$ cat config.mk
export PLATFORM = sky130hd
export DESIGN_NAME = usb_rx_param
export DESIGN_NICKNAME = d
export VERILOG_FILES = /design/src/rtl/usb_rx_param.sv
export SDC_FILE = /design/constraint.sdc
export NUM_CORES = 1
export LEC_CHECK = 0
export ABC_AREA = 0
export CAP_MARGIN = 20
export CORE_UTILIZATION = 35
export CTS_CLUSTER_DIAMETER = 200
export CTS_CLUSTER_SIZE = 25
export DETAILED_ROUTE_END_ITERATION = 12
export PLACE_DENSITY = 0.58
export SYNTH_ARGS = -nofsm -noshare
export SYNTH_HDL_FRONTEND = slang
export SYNTH_SLANG_ARGS = --single-unit
export TNS_END_PERCENT = 50
$ cat constraint.sdc
create_clock -name clk -period 7.7 [get_ports clk]
set_input_delay 1.155 -clock clk [delete_from_list [all_inputs] [get_ports clk]]
set_output_delay 1.155 -clock clk [all_outputs]
set_load 0.03 [all_outputs]
$ cat src/rtl/usb_rx_param.sv
// USB 1.1 full-speed receiver: synchroniser, NRZI decode, bit unstuffing, SYNC/PID check,
// byte assembly into a first-word fall-through FIFO with occupancy and overflow reporting.
module usb_rx_param #(
  parameter int CLKS_PER_BIT = 8,
  parameter int FIFO_DEPTH   = 8
) (
  input  logic                             clk,
  input  logic                             n_rst,
  input  logic                             d_plus,
  input  logic                             d_minus,
  input  logic                             r_enable,
  output logic [7:0]                       r_data,
  output logic                             empty,
  output logic                             full,
  output logic [$clog2(FIFO_DEPTH+1)-1:0]  count,
  output logic                             rcving,
  output logic                             r_error,
  output logic                             overflow,
  output logic [3:0]                       PID
);
  localparam int TW = $clog2(CLKS_PER_BIT);
  localparam int AW = $clog2(FIFO_DEPTH);
  localparam int CW = $clog2(FIFO_DEPTH+1);
  localparam logic [TW-1:0] SAMPLE_AT = TW'(CLKS_PER_BIT/2);
  localparam logic [TW-1:0] LAST_TICK = TW'(CLKS_PER_BIT-1);

  typedef enum logic [2:0] {
    ST_IDLE, ST_SYNC, ST_PID, ST_DATA, ST_EOP_WAIT, ST_ERROR
  } state_t;

  state_t        state;
  logic          dp_meta, dp_s, dm_meta, dm_s, dp_prev;
  logic [TW-1:0] timer;
  logic [TW-1:0] j_cnt;
  logic          prev_nrzi;
  logic [2:0]    ones;
  logic [2:0]    bit_cnt;
  logic [6:0]    shreg;
  logic          push_req;
  logic [7:0]    push_byte;

  logic [7:0]    mem [FIFO_DEPTH];
  logic [CW-1:0] wptr, rptr, fill;
  logic          t_empty, t_full, do_push, do_pop, ov_clr;

  logic dp_edge, fall, sample, se0, j_line, dec_bit, in_pkt;
  logic se0_hit, eop_ok, stuff_err, accept, byte_done, pid_ok, to_error;
  logic [7:0] next_byte;

  always_ff @(posedge clk or negedge n_rst) begin
    if (!n_rst) begin
      dp_meta <= 1'b0;
      dp_s    <= 1'b0;
      dm_meta <= 1'b0;
      dm_s    <= 1'b0;
      dp_prev <= 1'b0;
    end else begin
      dp_meta <= d_plus;
      dp_s    <= dp_meta;
      dm_meta <= d_minus;
      dm_s    <= dm_meta;
      dp_prev <= dp_s;
    end
  end

  // Bit timer re-aligns to every d_plus transition so sampling stays mid-bit.
  always_ff @(posedge clk or negedge n_rst) begin
    if (!n_rst)
      timer <= '0;
    else if (dp_edge || timer == LAST_TICK)
      timer <= '0;
    else
      timer <= timer + TW'(1);
  end

  assign dp_edge   = dp_s ^ dp_prev;
  assign fall      = dp_prev & ~dp_s;
  assign sample    = (timer == SAMPLE_AT);
  assign se0       = ~dp_s & ~dm_s;
  assign j_line    = dp_s & ~dm_s;
  assign dec_bit   = (dp_s == prev_nrzi);
  assign next_byte = {dec_bit, shreg};
  assign in_pkt    = (state == ST_SYNC) || (state == ST_PID) || (state == ST_DATA);
  assign se0_hit   = in_pkt && sample && se0;
  assign eop_ok    = se0_hit && (state == ST_DATA) && (bit_cnt == 3'd0);
  assign stuff_err = in_pkt && sample && !se0 && (ones == 3'd6) && dec_bit;
  assign accept    = in_pkt && sample && !se0 && (ones != 3'd6);
  assign byte_done = accept && (bit_cnt == 3'd7);
  assign pid_ok    = (next_byte[7:4] == ~next_byte[3:0]);
  assign to_error  = (se0_hit && !eop_ok) || stuff_err ||
                     (byte_done && (state == ST_SYNC) && (next_byte != 8'h80)) ||
                     (byte_done && (state == ST_PID) && !pid_ok);

  always_ff @(posedge clk or negedge n_rst) begin
    if (!n_rst) begin
      state     <= ST_IDLE;
      rcving    <= 1'b0;
      r_error   <= 1'b0;
      PID       <= 4'h0;
      prev_nrzi <= 1'b0;
      ones      <= 3'd0;
      bit_cnt   <= 3'd0;
      shreg     <= 7'd0;
      j_cnt     <= '0;
      push_req  <= 1'b0;
      push_byte <= 8'h00;
    end else begin
      push_req <= 1'b0;
      if (to_error) begin
        state   <= ST_ERROR;
        r_error <= 1'b1;
        j_cnt   <= '0;
      end else begin
        // A bit following six 1s is a stuff bit: consumed but never shifted in.
        if (in_pkt && sample && !se0) begin
          prev_nrzi <= dp_s;
          if (ones == 3'd6) begin
            ones <= 3'd0;
          end else begin
            ones    <= dec_bit ? ones + 3'd1 : 3'd0;
            shreg   <= next_byte[7:1];
            bit_cnt <= bit_cnt + 3'd1;
          end
        end
        case (state)
          ST_IDLE: begin
            if (fall) begin
              state     <= ST_SYNC;
              rcving    <= 1'b1;
              r_error   <= 1'b0;
              prev_nrzi <= 1'b1;
              ones      <= 3'd0;
              bit_cnt   <= 3'd0;
            end
          end
          ST_SYNC: if (byte_done) state <= ST_PID;
          ST_PID: begin
            if (byte_done) begin
              PID   <= next_byte[3:0];
              state <= ST_DATA;
            end
          end
          ST_DATA: begin
            if (eop_ok) begin
              state <= ST_EOP_WAIT;
            end else if (byte_done) begin
              push_req  <= 1'b1;
              push_byte <= next_byte;
            end
          end
          ST_EOP_WAIT: begin
            if (sample && j_line) begin
              state  <= ST_IDLE;
              rcving <= 1'b0;
            end
          end
          ST_ERROR: begin
            if (!j_line) begin
              j_cnt <= '0;
            end else if (j_cnt == LAST_TICK) begin
              state  <= ST_IDLE;
              rcving <= 1'b0;
            end else begin
              j_cnt <= j_cnt + TW'(1);
            end
          end
          default: state <= ST_IDLE;
        endcase
      end
    end
  end

  assign fill    = wptr - rptr;
  assign t_empty = (wptr == rptr);
  assign t_full  = (fill == CW'(FIFO_DEPTH));
  assign do_pop  = r_enable && !t_empty;
  assign do_push = push_req && (!t_full || do_pop);
  assign ov_clr  = (state == ST_IDLE) && fall;

  always_ff @(posedge clk) begin
    if (do_push) mem[wptr[AW-1:0]] <= push_byte;
  end

  // Flag/data outputs are registered from the live pointers, hence one extra cycle of lag.
  always_ff @(posedge clk or negedge n_rst) begin
    if (!n_rst) begin
      wptr     <= '0;
      rptr     <= '0;
      overflow <= 1'b0;
      count    <= '0;
      empty    <= 1'b1;
      full     <= 1'b0;
      r_data   <= 8'h00;
    end else begin
      if (do_push) wptr <= wptr + CW'(1);
      if (do_pop)  rptr <= rptr + CW'(1);
      if (ov_clr) overflow <= 1'b0;
      if (push_req && !do_push) overflow <= 1'b1;
      count  <= fill;
      empty  <= t_empty;
      full   <= t_full;
      r_data <= mem[rptr[AW-1:0]];
    end
  end
endmodule

* Yosys cells after proc, flatten, opt, wreduce, memory -nomap -nowiden
Memory sizes are Yosys's and may differ from the RTL's. A register that Yosys moved wholly into a read port is not among the register bits.
Index checks and enable logic that the tools add are counted.
W data, S select, Z words.
** Word-level totals
- Register bits after elaboration :: 58
- Bits in writable memories :: 64
- Memories kept :: 1
- Bits of input ports :: 5
- Word-level logic and storage cells :: 158
** Operators by class
- Reduce and logical (&&, ||, !) cells :: 47
- Equality and inequality tests :: 28
- Add/subtract/negate cells :: 7
- Multiplexer cells :: 42
- Bitwise operators :: 10
** Memories
- mem :: depth 8, bits a word 8, rd ports 1, clocked after Yosys merged registers in 1, wr ports 1, line 42 : logic [7:0] mem [FIFO_DEPTH];
** Operator list (count)
- $mux W3 :: 22
- $ne A3 B3 Y1 const B :: 9
- $eq A3 B3 Y1 const B :: 7
- $logic_and A1 B1 Y1 :: 19
- $mux W1 :: 18
- $pmux W3 S6 :: 1
- $add A3 B1 Y3 const B :: 4
- $add A4 B1 Y4 const B :: 2
- $eq A4 B4 Y1 :: 2
- $ne A2 B2 Y1 const B :: 4
- $ne A8 B8 Y1 const B :: 1
- $reduce_bool A2 Y1 :: 4
- $logic_not A1 Y1 :: 7
- $logic_or A1 B1 Y1 :: 7
- $reduce_and A7 Y1 :: 1
- $eq A3 B2 Y1 const B :: 2
- $logic_not A3 Y1 :: 2
- $reduce_and A3 Y1 :: 2
- $reduce_and A6 Y1 :: 1
- $not A1 Y1 :: 5
- $eq A4 B4 Y1 const B :: 1
- $not A4 Y4 :: 1
- $reduce_and A2 Y1 :: 2
- $reduce_and A4 Y1 :: 1
- other kinds (7) :: 9

* Longest topological paths before layout
- Depth in word-level cells :: 14
- Depth in mapped cells :: 11
- Mapped depth without buffers :: 8

* Worst setup path before layout
No wires, ideal clock.
- Path kind :: flip-flop to flip-flop
- From :: register rptr[1]
- To :: memory mem[4][0] (enable)
- Arrival time :: 3140 ps
- Required time :: 7302 ps
- Period minus slack after synthesis :: 3538 ps
- Setup time :: 398 ps
- Path buffers :: 3
- Path slack :: 4162 ps
- Stages on the path, launching flop included :: 11
- Path through :: dfrtp_1 -> clkbuf_1 -> buf_1 -> inv_1 -> ha_1 -> nor2b_1 -> o21ai_0 -> and3_1 -> o41ai_4 -> buf_6 -> nor4b_1
** On the way
- Cells in the longest elaborated chain, start to end :: 7
- Elaborated cells between the ends (all ways) :: 10
** Ends and longest elaborated chain
- start, declared :: line 43 : logic [CW-1:0] wptr, rptr, fill;
- start signal, assigned :: line 196 : if (do_pop) rptr <= rptr + CW'(1);
- $sub A4 B4 Y4 or $eq A4 B4 Y1 (tied branches) :: line 173, 174
- $eq A4 B4 Y1 or $logic_not A1 Y1 (tied branches) :: line 175, 176
- $logic_not A1 Y1 or $logic_and A1 B1 Y1 (tied branches) :: line 177, 176
- $logic_or A1 B1 Y1 * :: line 177 : assign do_push = push_req && (!t_full || do_pop);
- $logic_and A1 B1 Y1 * :: line 177
- $mux W1 * :: line 181 : if (do_push) mem[wptr[AW-1:0]] <= push_byte;
- $mux W1 (implied by the code) * :: line 181
- end, declared :: line 42
Mark *: on every way between the ends. The rest lies on a longest branch, timed or not.

* Final worst setup path
- From :: register rptr[1]
- To :: memory mem[5][1] (enable)
Same word-level chain as after synthesis.

==> run_summary.xml <==
<?xml version="1.0" encoding="UTF-8"?>
<metrics>
  <group name="clock_network">
    <metric name="worst_skew_pair.late_latency" unit="ns">0.41</metric>
    <metric name="clkSlewWorstSetupHoldPaths" unit="ns">0.06</metric>
    <metric name="cts.repair_timing.setup_buffer_count" unit="">0</metric>
    <metric name="clk_path_buf_depth" unit="">2</metric>
    <metric name="cts_tree" unit="">yes</metric>
    <metric name="cts_buffers" unit="">17</metric>
    <metric name="cts-root-buf" unit="">sky130_fd_sc_hd__clkbuf_16</metric>
    <metric name="tritoncts_num_sinks" unit="">130</metric>
    <metric name="cts_max_level" unit="">4</metric>
    <metric name="holdBufCountCts" unit="">0</metric>
    <metric name="cts.repair.resized" unit="">0</metric>
  </group>
  <group name="routing">
    <metric name="wl_per_cell" unit="um">16.72</metric>
    <metric name="totalWireLength" unit="um">10600</metric>
    <metric name="drt-vias-per-instance" unit="">5.006</metric>
    <metric name="detailroute.via_count" unit="">3174</metric>
    <metric name="detail_route.first_pass.iterations" unit="">5</metric>
    <metric name="final_antenna_net_count" unit="">0</metric>
    <metric name="drcViolationCount" unit="">0</metric>
    <metric name="detailedRoute.firstIterationViolations" unit="">221</metric>
  </group>
  <group name="final_layout">
    <metric name="layout.core_utilization" unit="">0.4314</metric>
    <metric name="final_net_count" unit="">434</metric>
    <metric name="post_route_cells_drive_above_1_share" unit="">0.2080</metric>
    <metric name="n_antenna_cell" unit="">0</metric>
    <metric name="area_growth_syn_to_layout" unit="%">19.65</metric>
    <metric name="final_area" unit="um^2">6606</metric>
    <metric name="post_layout_nonfiller_instances" unit="">634</metric>
  </group>
  <group name="critical_path">
    <metric name="crit_path_class" unit="">reg2reg</metric>
    <metric name="critical_path.n_buffers_inverters" unit="">1</metric>
    <metric name="crit_required" unit="ns">7.73</metric>
    <metric name="timing.critical_path.fanout_max" unit="">20</metric>
    <metric name="crit_path_start_kind" unit="">flip-flop</metric>
    <metric name="worst_r2r_path_depth" unit="">7</metric>
    <metric name="top_cell_family_by_delay_on_the_critical_path" unit="">simple AND/OR/NAND/NOR gates</metric>
    <metric name="crit_path_max_cell_delay" unit="ns">0.86</metric>
    <metric name="crit_chain" unit="">inv_1 &gt; ha_1 &gt; nor2b_1 &gt; o21ai_0 &gt; a21oi_1 &gt; o41ai_4 &gt; nor3_1</metric>
    <metric name="cp_num_cells" unit="">7</metric>
    <metric name="worst-endpoint-arrival" unit="ns">3.48</metric>
    <metric name="cp-end-kind" unit="">flip-flop</metric>
    <metric name="critPathSlowestCell" unit="">sky130_fd_sc_hd__dfrtp_1</metric>
  </group>
  <group name="grt">
    <metric name="grt_use_total" unit="">0.1459</metric>
    <metric name="grt_antenna_before_repair" unit="">0</metric>
    <metric name="maximum_number_of_pins_on_one_net_before_global_route_repair" unit="">67</metric>
    <metric name="vias_in_the_first_global_route" unit="">3258</metric>
    <metric name="grt-ovfl-total" unit="">0</metric>
    <metric name="grt_pass1_wl" unit="um">17680</metric>
  </group>
  <group name="logic_synthesis">
    <metric name="synth-seq-area-share" unit="">0.6474</metric>
    <metric name="netlist_top_cells_count" unit="">65 x sky130_fd_sc_hd__dfrtp_1, 64 x sky130_fd_sc_hd__edfxtp_1, 43 x sky130_fd_sc_hd__nand2_1</metric>
    <metric name="postSynthNetCount" unit="">393</metric>
    <metric name="library_cell_with_the_largest_summed_area_after_synthesis" unit="">sky130_fd_sc_hd__edfxtp_1</metric>
    <metric name="synth_enable_flop_cells" unit="">64</metric>
    <metric name="postSynth.topFlopCell" unit="">sky130_fd_sc_hd__dfrtp_1</metric>
    <metric name="synthArstFlopShare" unit="">0.5077</metric>
    <metric name="syn_area" unit="um^2">5522</metric>
    <metric name="post_synth_num_cell_types" unit="">58</metric>
    <metric name="synth.most_common_cell" unit="">sky130_fd_sc_hd__dfrtp_1</metric>
    <metric name="synth_top_area_share" unit="">0.3481</metric>
    <metric name="total_number_of_yosys_warnings" unit="">0</metric>
    <metric name="synthesized_flop_and_latch_total" unit="">130</metric>
    <metric name="syn_inst" unit="">371</metric>
    <metric name="synth.avg_cell_area" unit="um^2">14.88</metric>
    <metric name="synth_top_cells_by_area" unit="">sky130_fd_sc_hd__edfxtp_1 35%, sky130_fd_sc_hd__dfrtp_1 29%, sky130_fd_sc_hd__mux4_2 6.5%</metric>
  </group>
  <group name="timing">
    <metric name="worst_pin_slew" unit="ns">1.066</metric>
    <metric name="worst_slew_margin_rel" unit="">0.2831</metric>
    <metric name="hold-worst-slack" unit="ns">0.3478</metric>
    <metric name="finalSetupViolCount" unit="">0</metric>
    <metric name="final.period_utilization" unit="">0.4484</metric>
    <metric name="layout_min_cycle_time" unit="ns">3.453</metric>
    <metric name="final_max_slew_viol_count" unit="">0</metric>
    <metric name="unrepaired_setup_endpoints_after_global_routing" unit="">no</metric>
    <metric name="final.setup_skew" unit="ns">0.004967</metric>
    <metric name="fmaxAchievable" unit="GHz">0.2896</metric>
    <metric name="hold_viol_final" unit="">0</metric>
    <metric name="tns" unit="ns">0</metric>
  </group>
  <group name="floorplanning">
    <metric name="initial_cell_density_of_the_core" unit="">0.3605</metric>
    <metric name="row_count" unit="">45</metric>
    <metric name="core_area" unit="um^2">15310</metric>
    <metric name="floorplan.die_area" unit="um^2">16280</metric>
    <metric name="design.portCount" unit="">26</metric>
    <metric name="die_w" unit="um">127.6</metric>
    <metric name="die_height" unit="um">127.6</metric>
  </group>
  <group name="pwr">
    <metric name="total_leakage_power" unit="nW">2.665</metric>
    <metric name="power.density_cell_area" unit="nW/um^2">318.8</metric>
    <metric name="irDropWorstVdd" unit="mV">0.1862</metric>
  </group>
  <group name="place">
    <metric name="numPortBuffers" unit="">25</metric>
    <metric name="numPlacedInstances" unit="">602</metric>
    <metric name="finalWeightedCongestion" unit="">0.8432</metric>
    <metric name="placedInstanceArea" unit="um^2">6012</metric>
    <metric name="hpwl" unit="um">7279</metric>
  </group>
  <group name="worst_hold_path">
    <metric name="hold_path.class" unit="">reg2reg</metric>
    <metric name="timing.hold.worst_path_depth" unit="">0</metric>
  </group>
  <group name="run">
    <metric name="maxCapViolCount" unit="">0</metric>
  </group>
  <group name="outcome">
    <metric name="run_status" unit="">complete, no violations</metric>
  </group>
</metrics>
==> state kept, by name (all words and copies together) (netlist names), 3 cells and up <==
signal / cells
count: 4
j_cnt: 3
timer: 3
mem: 64
wptr: 4
rptr: 4
r_data: 8
bit_cnt: 3
ones: 3
shreg: 7
state: 3
PID: 4
push_byte: 8
==> final timing paths <==
kind | end | start | slack, ns
max in group asynchronous | push_byte[0]$_DFFE_PN0P_ | n_rst | 6.21
min in group asynchronous | count[1]$_DFF_PN0_ | n_rst | 0.93
max reg2reg | mem[5][1]$_DFFE_PP_ | rptr[1]$_DFFE_PN0P_ | 4.25
max | mem[5][1]$_DFFE_PP_ | rptr[1]$_DFFE_PN0P_ | 4.25
min | dm_s$_DFF_PN0_ | dm_meta$_DFF_PN0_ | 0.35
min reg2reg | dm_s$_DFF_PN0_ | dm_meta$_DFF_PN0_ | 0.35
==> cell families after synthesis <==
kind of cell,Yosys count,share of synthesized area
AOI/OAI and AO/OA,35,0.05348
xor gates and xnor gates,14,0.02493
adders and majority gates,17,0.03988
buffers and inverters,32,0.02651
DFF,130,0.6474
muxes,37,0.1083
and+or+nand+nor,106,0.09948
==> cell type report <==
class / count / area (um^2)
clock inverter: 13 / 136.4
multi-input combinational: 209 / 1800
sequential: 130 / 3575
fill: 1404 / 8708
inverter: 20 / 75.07
timing repair buffer: 34 / 330.3
tap: 211 / 264.0
clock buffer: 17 / 425.4
==> routing by layer <==
metal  GRT usage  vias to the layer above  share of wire
met5           0                        -              0
met4     0.07543                        0          0.018
met3     0.04146                       13          0.047
met2      0.2218                       90           0.47
met1      0.1907                     1610           0.46
li1            -                     1461              -
==> power breakdown <==
group	total (mW)	leakage, nW	switching, mW	internal (mW)
combinational	0.469	0.978	0.250	0.219
clock	0.762	0.259	0.291	0.471
sequential	0.875	1.43	0.0796	0.795
total	2.11	2.67	0.620	1.49
==> placed cells by master (no fill, tap or decap), types with 7 or more instances in the layout <==
| master | instances |
|---|---|
| sky130_fd_sc_hd__ha_1 | 16 |
| sky130_fd_sc_hd__nor4_1 | 7 |
| sky130_fd_sc_hd__clkbuf_16 | 17 |
| sky130_fd_sc_hd__inv_1 | 19 |
| sky130_fd_sc_hd__clkdlybuf4s50_1 | 24 |
| sky130_fd_sc_hd__xnor2_1 | 7 |
| sky130_fd_sc_hd__mux2_2 | 18 |
| sky130_fd_sc_hd__dfrtp_1 | 65 |
| sky130_fd_sc_hd__mux4_2 | 16 |
| sky130_fd_sc_hd__nand2_1 | 43 |
| sky130_fd_sc_hd__edfxtp_1 | 64 |
| sky130_fd_sc_hd__buf_4 | 7 |
| sky130_fd_sc_hd__nor2_1 | 16 |
==> through the flow <==
stage               power, mW  worst slack [ns]
detailed placement      1.344             4.039
floorplan               1.209             4.162
CTS                     2.112             4.039
global route            2.211             3.956
global placement        1.331             4.155
finish                  2.106             4.247
(Power assumes the default switching activity.)
